$ cat src/rtl/mul_share_sched_if.sv
// Request, shared-multiplier and tagged-response signals of mul_share_sched.
// The scheduler takes the slave side; clients plus the multiplier take the master side.
interface mul_share_sched_if #(
  parameter int NREQ = 4,
  parameter int IDW  = 2
);
  logic [NREQ-1:0]    req_valid;
  logic [NREQ-1:0]    req_ready;
  logic [16*NREQ-1:0] req_a;
  logic [16*NREQ-1:0] req_b;
  logic [15:0]        mul_a;
  logic [15:0]        mul_b;
  logic [31:0]        mul_p;
  logic               rsp_valid;
  logic [IDW-1:0]     rsp_id;
  logic [31:0]        rsp_data;
  logic [2:0]         inflight;
  logic               busy;

  modport slave (
    input  req_valid, req_a, req_b, mul_p,
    output req_ready, mul_a, mul_b, rsp_valid, rsp_id, rsp_data, inflight, busy
  );

  modport master (
    output req_valid, req_a, req_b, mul_p,
    input  req_ready, mul_a, mul_b, rsp_valid, rsp_id, rsp_data, inflight, busy
  );
endinterface

$ cat src/rtl/mul_share_sched.sv
// Round-robin scheduler sharing one 16x16 signed multiplier among NREQ clients.
// Each product is rescaled by an arithmetic shift and returned with its requester tag.
module mul_share_sched #(
  parameter int NREQ        = 4,
  parameter int IDW         = 2,
  parameter int SHIFT_WIDTH = 12,
  parameter int LAT         = 1
) (
  input logic              clk,
  input logic              rst_n,
  input logic              en,
  mul_share_sched_if.slave bus
);
  logic [IDW-1:0]  r_ptr;
  logic [IDW-1:0]  r_id0;
  logic            r_v0;
  logic [15:0]     r_mul_a;
  logic [15:0]     r_mul_b;
  logic            r_pv  [1:LAT];
  logic [IDW-1:0]  r_pid [1:LAT];
  logic [31:0]     r_pd  [1:LAT];
  logic [2:0]      r_inflight;
  logic            r_busy;

  logic [NREQ-1:0] w_grant;
  logic [IDW-1:0]  w_gid;
  logic [IDW-1:0]  w_cand;
  logic            w_hs;
  logic            w_hit;
  logic [31:0]     w_scaled;
  logic [2:0]      w_inflight_nxt;

  // Round-robin search: first valid requester strictly after the last winner.
  always_comb begin
    int c;
    c       = 0;
    w_cand  = '0;
    w_hit   = 1'b0;
    w_grant = '0;
    w_gid   = '0;
    w_hs    = 1'b0;
    for (int k = 1; k <= NREQ; k++) begin
      c      = (int'(r_ptr) + k) % NREQ;
      w_cand = IDW'(c);
      w_hit  = en && rst_n && !w_hs && bus.req_valid[w_cand];
      w_grant[w_cand] = w_grant[w_cand] | w_hit;
      w_gid  = w_hit ? w_cand : w_gid;
      w_hs   = w_hs | w_hit;
    end
  end

  // Rescale and occupancy bookkeeping feeding the registers.
  always_comb begin
    w_scaled       = $signed(bus.mul_p) >>> SHIFT_WIDTH;
    w_inflight_nxt = r_inflight + {2'b00, w_hs} - {2'b00, r_pv[LAT]};
  end

  // Issue stage, result pipeline and status; en=0 freezes everything.
  always_ff @(posedge clk) begin
    if (!rst_n) begin
      r_ptr      <= IDW'(NREQ - 1);
      r_v0       <= 1'b0;
      r_id0      <= '0;
      r_mul_a    <= 16'h0000;
      r_mul_b    <= 16'h0000;
      r_inflight <= 3'd0;
      r_busy     <= 1'b0;
      for (int s = 1; s <= LAT; s++) begin
        r_pv[s]  <= 1'b0;
        r_pid[s] <= '0;
        r_pd[s]  <= 32'h0000_0000;
      end
    end else if (en) begin
      r_v0 <= w_hs;
      if (w_hs) begin
        r_ptr   <= w_gid;
        r_id0   <= w_gid;
        r_mul_a <= bus.req_a[16*w_gid +: 16];
        r_mul_b <= bus.req_b[16*w_gid +: 16];
      end else begin
        r_ptr   <= r_ptr;
      end
      r_pv[1]  <= r_v0;
      r_pid[1] <= r_id0;
      r_pd[1]  <= w_scaled;
      for (int s = 2; s <= LAT; s++) begin
        r_pv[s]  <= r_pv[s-1];
        r_pid[s] <= r_pid[s-1];
        r_pd[s]  <= r_pd[s-1];
      end
      r_inflight <= w_inflight_nxt;
      r_busy     <= (w_inflight_nxt != 3'd0);
    end else begin
      r_busy <= r_busy;
    end
  end

  assign bus.req_ready = w_grant;
  assign bus.mul_a     = r_mul_a;
  assign bus.mul_b     = r_mul_b;
  assign bus.rsp_valid = r_pv[LAT];
  assign bus.rsp_id    = r_pid[LAT];
  assign bus.rsp_data  = r_pd[LAT];
  assign bus.inflight  = r_inflight;
  assign bus.busy      = r_busy;
endmodule

$ cat src/flat_wrapper.sv
// flat-port wrapper written by rule: the top's interface ports become plain ports
module mul_share_sched_flat 
#(
  parameter int NREQ        = 4,
  parameter int IDW         = 2,
  parameter int SHIFT_WIDTH = 12,
  parameter int LAT         = 1
)
  (clk, rst_n, en, bus_req_valid, bus_req_a, bus_req_b, bus_mul_p, bus_req_ready, bus_mul_a, bus_mul_b, bus_rsp_valid, bus_rsp_id, bus_rsp_data, bus_inflight, bus_busy);
  mul_share_sched_if #(.NREQ(NREQ), .IDW(IDW)) bus_i ();
  input logic clk;
  input logic rst_n;
  input logic en;
  input wire logic [$bits(bus_i.req_valid)-1:0] bus_req_valid;
  input wire logic [$bits(bus_i.req_a)-1:0] bus_req_a;
  input wire logic [$bits(bus_i.req_b)-1:0] bus_req_b;
  input wire logic [$bits(bus_i.mul_p)-1:0] bus_mul_p;
  output wire logic [$bits(bus_i.req_ready)-1:0] bus_req_ready;
  output wire logic [$bits(bus_i.mul_a)-1:0] bus_mul_a;
  output wire logic [$bits(bus_i.mul_b)-1:0] bus_mul_b;
  output wire logic [$bits(bus_i.rsp_valid)-1:0] bus_rsp_valid;
  output wire logic [$bits(bus_i.rsp_id)-1:0] bus_rsp_id;
  output wire logic [$bits(bus_i.rsp_data)-1:0] bus_rsp_data;
  output wire logic [$bits(bus_i.inflight)-1:0] bus_inflight;
  output wire logic [$bits(bus_i.busy)-1:0] bus_busy;
  assign bus_i.req_valid = bus_req_valid;
  assign bus_i.req_a = bus_req_a;
  assign bus_i.req_b = bus_req_b;
  assign bus_i.mul_p = bus_mul_p;
  assign bus_req_ready = bus_i.req_ready;
  assign bus_mul_a = bus_i.mul_a;
  assign bus_mul_b = bus_i.mul_b;
  assign bus_rsp_valid = bus_i.rsp_valid;
  assign bus_rsp_id = bus_i.rsp_id;
  assign bus_rsp_data = bus_i.rsp_data;
  assign bus_inflight = bus_i.inflight;
  assign bus_busy = bus_i.busy;
  mul_share_sched #(.NREQ(NREQ), .IDW(IDW), .SHIFT_WIDTH(SHIFT_WIDTH), .LAT(LAT)) u_core (.clk(clk), .rst_n(rst_n), .en(en), .bus(bus_i));
endmodule
$ cat config.mk
export PLATFORM = sky130hd
export DESIGN_NAME = mul_share_sched_flat
export DESIGN_NICKNAME = d
export VERILOG_FILES = /design/src/rtl/mul_share_sched_if.sv /design/src/rtl/mul_share_sched.sv /design/src/flat_wrapper.sv
export SDC_FILE = /design/constraint.sdc
export NUM_CORES = 1
export LEC_CHECK = 0
export ABC_AREA = 1
export BUFFER_PORTS_ARGS = -buffer_cell sky130_fd_sc_hd__clkbuf_2
export CAP_MARGIN = 25
export CORE_AREA = 2 2 96 98
export DETAILED_ROUTE_END_ITERATION = 8
export DIE_AREA = 0 0 98 100
export PLACE_DENSITY = 0.89
export SLEW_MARGIN = 20
export SYNTH_ARGS = -nofsm -noshare
export SYNTH_HDL_FRONTEND = slang
export SYNTH_SLANG_ARGS = --single-unit
$ cat constraint.sdc
create_clock -name clk -period 7 [get_ports clk]
set_clock_uncertainty 0.2 [all_clocks]
set_input_delay 1.75 -clock clk [delete_from_list [all_inputs] [get_ports clk]]
set_output_delay 1.75 -clock clk [all_outputs]
set_load 0.01 [all_outputs]
# Word-level counts from Yosys, hierarchy flattened
# Memory sizes are Yosys's and may differ from the RTL's.
# Index checks and enable logic that the tools add are counted.
[classes]
n_addsub = 6
order_cmp = 8
n_shift = 2
mux = 38
n_bitwise = 11
reduce_logical = 17
[op_table]
columns = ["cell", "count"]
rows = [
  ["indexed part select 64 x 7 -> 16 bit", 2],
  ["2-to-1 mux 32 bit", 1],
  ["2-to-1 mux 1 bit", 17],
  ["binary-select mux 1 bit (select 2 bit)", 8],
  ["bitwise mux 4 bit", 3],
  ["logical AND 1 bit", 12],
  ["< comparator 2 x 3 -> 1 bit, second input constant", 4],
  ["2-to-1 mux 2 bit", 5],
  ["OR 1 bit", 10],
  ["demux 1 bit (select 2 bit)", 4],
  ["greater-or-equal comparator 2 x 1 -> 1 bit, second input constant", 4],
  ["adder 2 x 1 -> 2 bit, second input constant", 2],
  ["adder 2 bit, second input constant", 2],
  ["bitwise AND 4 bit", 1],
  ["adder 3 x 1 -> 3 bit", 1],
  ["logical NOT 1 bit", 3],
  ["nonzero test 3 bit", 1],
  ["subtractor 3 x 1 -> 3 bit", 1],
  ["AND reduction 2 bit", 1],
]
[word_totals]
reg_bits = 41
mem_bits_rw = 35
word_cells = 92
memories = 3
[mem_list]
columns = ["name", "words", "width", "rd", "rd_ports_with_merged_regs", "write_ports", "line_no", "source"]
rows = [
  ["u_core.r_pd", 1, 32, 1, 0, 1, "mul_share_sched.sv:21", "logic [31:0] r_pd [1:LAT];"],
  ["u_core.r_pid", 1, 2, 1, 0, 1, "mul_share_sched.sv:20", "logic [IDW-1:0] r_pid [1:LAT];"],
  ["u_core.r_pv", 1, 1, 1, 0, 1, "mul_share_sched.sv:19", "logic r_pv [1:LAT];"],
]

# Depth between registers and ports, before layout
[logic_depth]
ltp_word = 19
ltp_mapped = 23
depth_no_buf = 21

# Worst setup path before layout
# Ideal clock, no wire load.
[synth_timing]
kind = "input to output"
start = "input port rst_n"
end = "output port bus_req_ready[0]"
t_arrival_ps = 3331
required_ps = 5050
slack_ps = 1719
path_stages = 17
path_cell_list = "buf_2 nand2_1 inv_2 nand4_1 nand3_1 nand2_1 nand3_1 nand3_1 nand3_1 nand2_1 nand3_1 nand3_1 nand2_1 nand2_1 nand3_1 nand2_1 nand2_1"
[synth_via]
elab_chain_len = 16
elab_cells_between_ends = 27
[synth_lines]
columns = ["item", "line_no", "source"]
rows = [
  ["start: declaration", "flat_wrapper.sv:12", "input logic rst_n;"],
  ["logical AND 1 bit (*)", "mul_share_sched.sv:45", "w_hit = en && rst_n && !w_hs && bus.req_valid[w_cand];"],
  ["logical AND 1 bit", "mul_share_sched.sv:45", ""],
  ["OR 1 bit", "mul_share_sched.sv:46", "w_grant[w_cand] = w_grant[w_cand] | w_hit;"],
  ["bitwise AND 4 bit (no line)", "-", ""],
  ["binary-select mux 1 bit (select 2 bit)", "mul_share_sched.sv:46", ""],
  ["2-to-1 mux 1 bit (implied by the code)", "mul_share_sched.sv:46", ""],
  ["OR 1 bit", "mul_share_sched.sv:46", ""],
  ["bitwise mux 4 bit", "mul_share_sched.sv:46", ""],
  ["binary-select mux 1 bit (select 2 bit)", "mul_share_sched.sv:46", ""],
  ["2-to-1 mux 1 bit (implied by the code)", "mul_share_sched.sv:46", ""],
  ["OR 1 bit", "mul_share_sched.sv:46", ""],
  ["bitwise mux 4 bit", "mul_share_sched.sv:46", ""],
  ["binary-select mux 1 bit (select 2 bit)", "mul_share_sched.sv:46", ""],
  ["2-to-1 mux 1 bit (implied by the code)", "mul_share_sched.sv:46", ""],
  ["OR 1 bit", "mul_share_sched.sv:46", ""],
  ["bitwise mux 4 bit (*)", "mul_share_sched.sv:46", ""],
  ["end: declaration", "flat_wrapper.sv:18", "output wire logic [$bits(bus_i.req_ready)-1:0] bus_req_ready;"],
]
# Every way passes the cells marked *; elsewhere a longest branch is shown, timed or not. The select of a mux whose other input is x is not followed.

# Worst setup path in the final report
[layout_timing]
start = "input port rst_n"
end = "output port bus_req_ready[2]"
# The elaborated chain is that of the path after synthesis.

==> flow_summary.json <==
{
  "rrSetupSlack_ns": 2.80,
  "power_frac_seq_pct": 23.9,
  "critPathLaunchType": "input port",
  "static_power_due_to_leakage_nw": 2.95,
  "mean_post_synth_cell_area_sq_um": 7.07,
  "global_route_wire_length_before_repair_um": 17900,
  "synth-seq-cells": 64,
  "postSynthCellCount": 582,
  "area_growth_syn_to_layout_pct": 31.1,
  "timing.final.crit_period_ns": 5.78,
  "htree_num_levels": 3,
  "cp-startpoint": "rst_n",
  "timing.fmax_ghz": 0.173,
  "number_of_warnings_printed_during_yosys_synthesis": 0,
  "core_area_sq_mm": 0.00889,
  "totalWireLength_um": 11000,
  "worst-endpoint-arrival_ns": 3.83,
  "routed_via_density": 4.98,
  "relSlewSlack_pct": 39.1,
  "final-setup-viol-count": 0,
  "tritoncts_clock_tree": "built",
  "worstReg2RegStart": "u_core.r_ptr[0]",
  "required_ns": 5.05,
  "finalPower_mw": 2.33,
  "slowest_delay_ns": 0.27,
  "netlist_area_sq_mm": 0.00411,
  "first_global_vias": 3932,
  "reg2reg_depth": 19,
  "gp_congestion": 0.815,
  "cts_hold_buffers": 0,
  "drv_cap": 0,
  "buffers_inserted_by_post_cts_timing_repair": 0,
  "cp_max_fo": 25,
  "worst_skew_pair.late_latency_ns": 0.33,
  "pin_count": 242,
  "ant_nets": 0,
  "most-common-layout-cells": "229 x sky130_fd_sc_hd__clkbuf_2, 108 x sky130_fd_sc_hd__nor2_1, 75 x sky130_fd_sc_hd__inv_1, 65 x sky130_fd_sc_hd__o21ai_0, 57 x sky130_fd_sc_hd__o21ai_1",
  "route.detailed.drc": 0,
  "vias": 4466,
  "drive_above_1_share_pct": 35.2,
  "wl_per_cell_um": 12.3,
  "clkPwrFrac_pct": 15.4,
  "finalInstanceArea_sq_mm": 0.00539,
  "insertedDiodeCount": 0,
  "port_buffer_cells": 229,
  "grtUsageTotal_pct": 22.0,
  "power.switching_fraction_pct": 48.3,
  "crit_buf_inv": 4,
  "power_frac_comb_pct": 60.7,
  "grt_setup_unrepaired": "no",
  "detail_route.first_pass.iterations": 4,
  "finalHoldViolCount": 0,
  "nets": 954,
  "hold_path_depth": 2,
  "post_dp_cell_area_sq_mm": 0.00517,
  "grt_start_max_net_pins": 68,
  "ctsResizeCount": 0,
  "timing.critical_path.slowest_stage_cell": "sky130_fd_sc_hd__buf_4",
  "timing.final.crit_share_pct": 82.5,
  "path_cells": "clkbuf_2 > nand2_1 > buf_4 > inv_2 > nand4_1 > nand3_1 > nand2_1 > nand3_1 > nand3_1 > nand3_1 > nand2_1 > nand3_1 > nand3_1 > nand2_1 > nand2_1 > nand3_1 > nand2_1 > nand2_1 > clkbuf_2",
  "dp.final_hpwl_um": 8090,
  "cts_max_path_buffers": 2,
  "holdCritPathClass": "reg -> reg",
  "cts_inserted_buffers": 9,
  "drt-initial-drc-count": 207,
  "layout_commonest_cell": "sky130_fd_sc_hd__clkbuf_2",
  "initial_core_util_pct": 46.3,
  "power.ir.vdd_worst_uv": 296,
  "critPathKind": "in -> out",
  "synth-seq-area-share_pct": 36.7,
  "r2r-end": "u_core.bus.mul_a[12]",
  "die_w_um": 98,
  "grt_antenna_before_repair": 0,
  "design.die.area_sq_mm": 0.00980,
  "die_h_um": 100,
  "min_setup_slack_post_route_ns": 1.22,
  "netlist-cell-type-count": 33,
  "worst_path_dominant_cell_family": "simple AND/OR/NAND/NOR gates",
  "mappedNetlistNets": 756,
  "power-per-cell-area_mw_per_mm2": 432,
  "fp-row-count": 35,
  "globalRoute.totalOverflow": 0,
  "clkSinkCount": 64,
  "total_switching_power_mw": 1.12,
  "drv_slew": 0,
  "clk_transition_reported_paths_ns": 0.07,
  "clk_root_buffer_cell": "sky130_fd_sc_hd__clkbuf_8",
  "holdCritStartpoint": "u_core.r_id0[0]",
  "worstHoldEndpoint": "u_core.r_id0[0]",
  "dp_slack_ns": 1.23,
  "outcome": "completed",
  "internal_power_of_the_cells_mw": 1.21,
  "setup-tns-final_ns": 0,
  "tightest_slew_ns": 0.912,
  "timing.critical_path.to_type": "primary output"
}
==> power groups by stage <==
| stage | clock (mW) | combinational, mW | sequential (mW) |
|---|---|---|---|
| 2_1_floorplan | 0 | 1.07 | 0.591 |
| 3_3_place_gp | 0 | 1.37 | 0.560 |
| 3_5_place_dp | 0 | 1.42 | 0.561 |
| 4_1_cts | 0.367 | 1.42 | 0.557 |
| 5_1_grt | 0.386 | 1.61 | 0.571 |
| 6_report | 0.358 | 1.41 | 0.557 |
==> flip-flops by register name, indices dropped and copies added (netlist names) <==
| register | count |
|---|---|
| u_core.r_pv | 1 |
| u_core.r_ptr | 2 |
| u_core.bus.mul_b | 16 |
| u_core.bus.busy | 1 |
| u_core.r_pid | 2 |
| u_core.bus.mul_a | 16 |
| u_core.r_pd | 20 |
| u_core.bus.inflight | 3 |
| u_core.r_id0 | 2 |
| u_core.r_v0 | 1 |
==> worst max-delay path by stage <==
stage,endpoint,slack (ns),cells after the start
2_1_floorplan,bus_req_ready[0],1.72,17
3_3_place_gp,bus_req_ready[2],1.29,19
3_5_place_dp,bus_req_ready[2],1.23,19
4_1_cts,bus_req_ready[2],1.23,19
5_1_grt,bus_req_ready[3],0.92,19
6_report,bus_req_ready[2],1.22,19
==> worst reg2reg max path, delay by kind of cell (launching register included) <==
family / cells / cell delay, ns
AO/OA/AOI/OAI: 2 / 0.46
adder cells (fa/ha/maj): 1 / 0.40
buffers and inverters: 7 / 1.26
flip-flops: 1 / 0.66
AND/OR/NAND/NOR: 9 / 1.17
==> synth_stat cells <==
master,number,area [sq um]
sky130_fd_sc_hd__nor2_1,109,409
sky130_fd_sc_hd__inv_1,75,282
sky130_fd_sc_hd__o21ai_0,65,325
sky130_fd_sc_hd__o21ai_1,57,285
sky130_fd_sc_hd__nand2_1,45,169
sky130_fd_sc_hd__dfxtp_1,41,821
sky130_fd_sc_hd__nand3_1,33,165
sky130_fd_sc_hd__o21bai_1,27,203
sky130_fd_sc_hd__edfxtp_1,23,691
sky130_fd_sc_hd__buf_2,16,80.1
sky130_fd_sc_hd__buf_4,14,105
sky130_fd_sc_hd__clkbuf_1,11,41.3
sky130_fd_sc_hd__inv_2,7,26.3
sky130_fd_sc_hd__o211ai_1,7,52.6
sky130_fd_sc_hd__ha_1,6,75.1
sky130_fd_sc_hd__o22ai_1,6,37.5
sky130_fd_sc_hd__or2_0,6,37.5
sky130_fd_sc_hd__buf_6,5,56.3
sky130_fd_sc_hd__nand4_1,5,31.3
sky130_fd_sc_hd__or2_2,5,31.3
sky130_fd_sc_hd__nand3_2,3,30.0
sky130_fd_sc_hd__nor2_2,3,18.8
sky130_fd_sc_hd__nand2_2,2,12.5
sky130_fd_sc_hd__nand2_4,2,22.5
sky130_fd_sc_hd__a21oi_1,1,5.00
sky130_fd_sc_hd__a21oi_4,1,16.3
sky130_fd_sc_hd__fa_1,1,20.0
sky130_fd_sc_hd__inv_4,1,6.26
sky130_fd_sc_hd__nand4_4,1,21.3
sky130_fd_sc_hd__nor2_4,1,11.3
sky130_fd_sc_hd__o221ai_1,1,8.76
sky130_fd_sc_hd__xnor2_1,1,8.76
sky130_fd_sc_hd__xor2_1,1,8.76
==> cell families after synthesis <==
group	synth area share, %
and+or+nand+nor	23.3
AOI/OAI and AO/OA	22.7
buffers and inverters	14.5
DFF	36.7
adders and majority gates	2.31
xor gates and xnor gates	0.426
==> layout make-up <==
| type | instances | area (sq um) |
|---|---|---|
| multi-input cells | 389 | 2010 |
| flip-flops and latches | 64 | 1510 |
| clock inverters | 7 | 100 |
| well taps | 111 | 139 |
| clock buffers | 9 | 124 |
| repair buffers | 233 | 1200 |
| fillers | 825 | 3500 |
| inverters | 83 | 314 |
==> routing by layer <==
layer / vias up / share of wire [%] / global-route usage (%)
met5: - / 0 / 0
met4: 0 / 2.2 / 7.48
met3: 21 / 7.6 / 4.81
met2: 195 / 50 / 38.4
met1: 1962 / 41 / 27.0
li1: 2288 / - / -
==> metrics by stage <==
stage	util (%)	hold WS [ns]	instances
2_1_floorplan	-	0.242	582
3_3_place_gp	57.8	0.261	879
3_5_place_dp	58.1	0.265	880
4_1_cts	60.7	0.276	896
5_1_grt	60.7	0.303	896
6_report	60.7	0.274	896
Power figures use the tool's default switching activity.
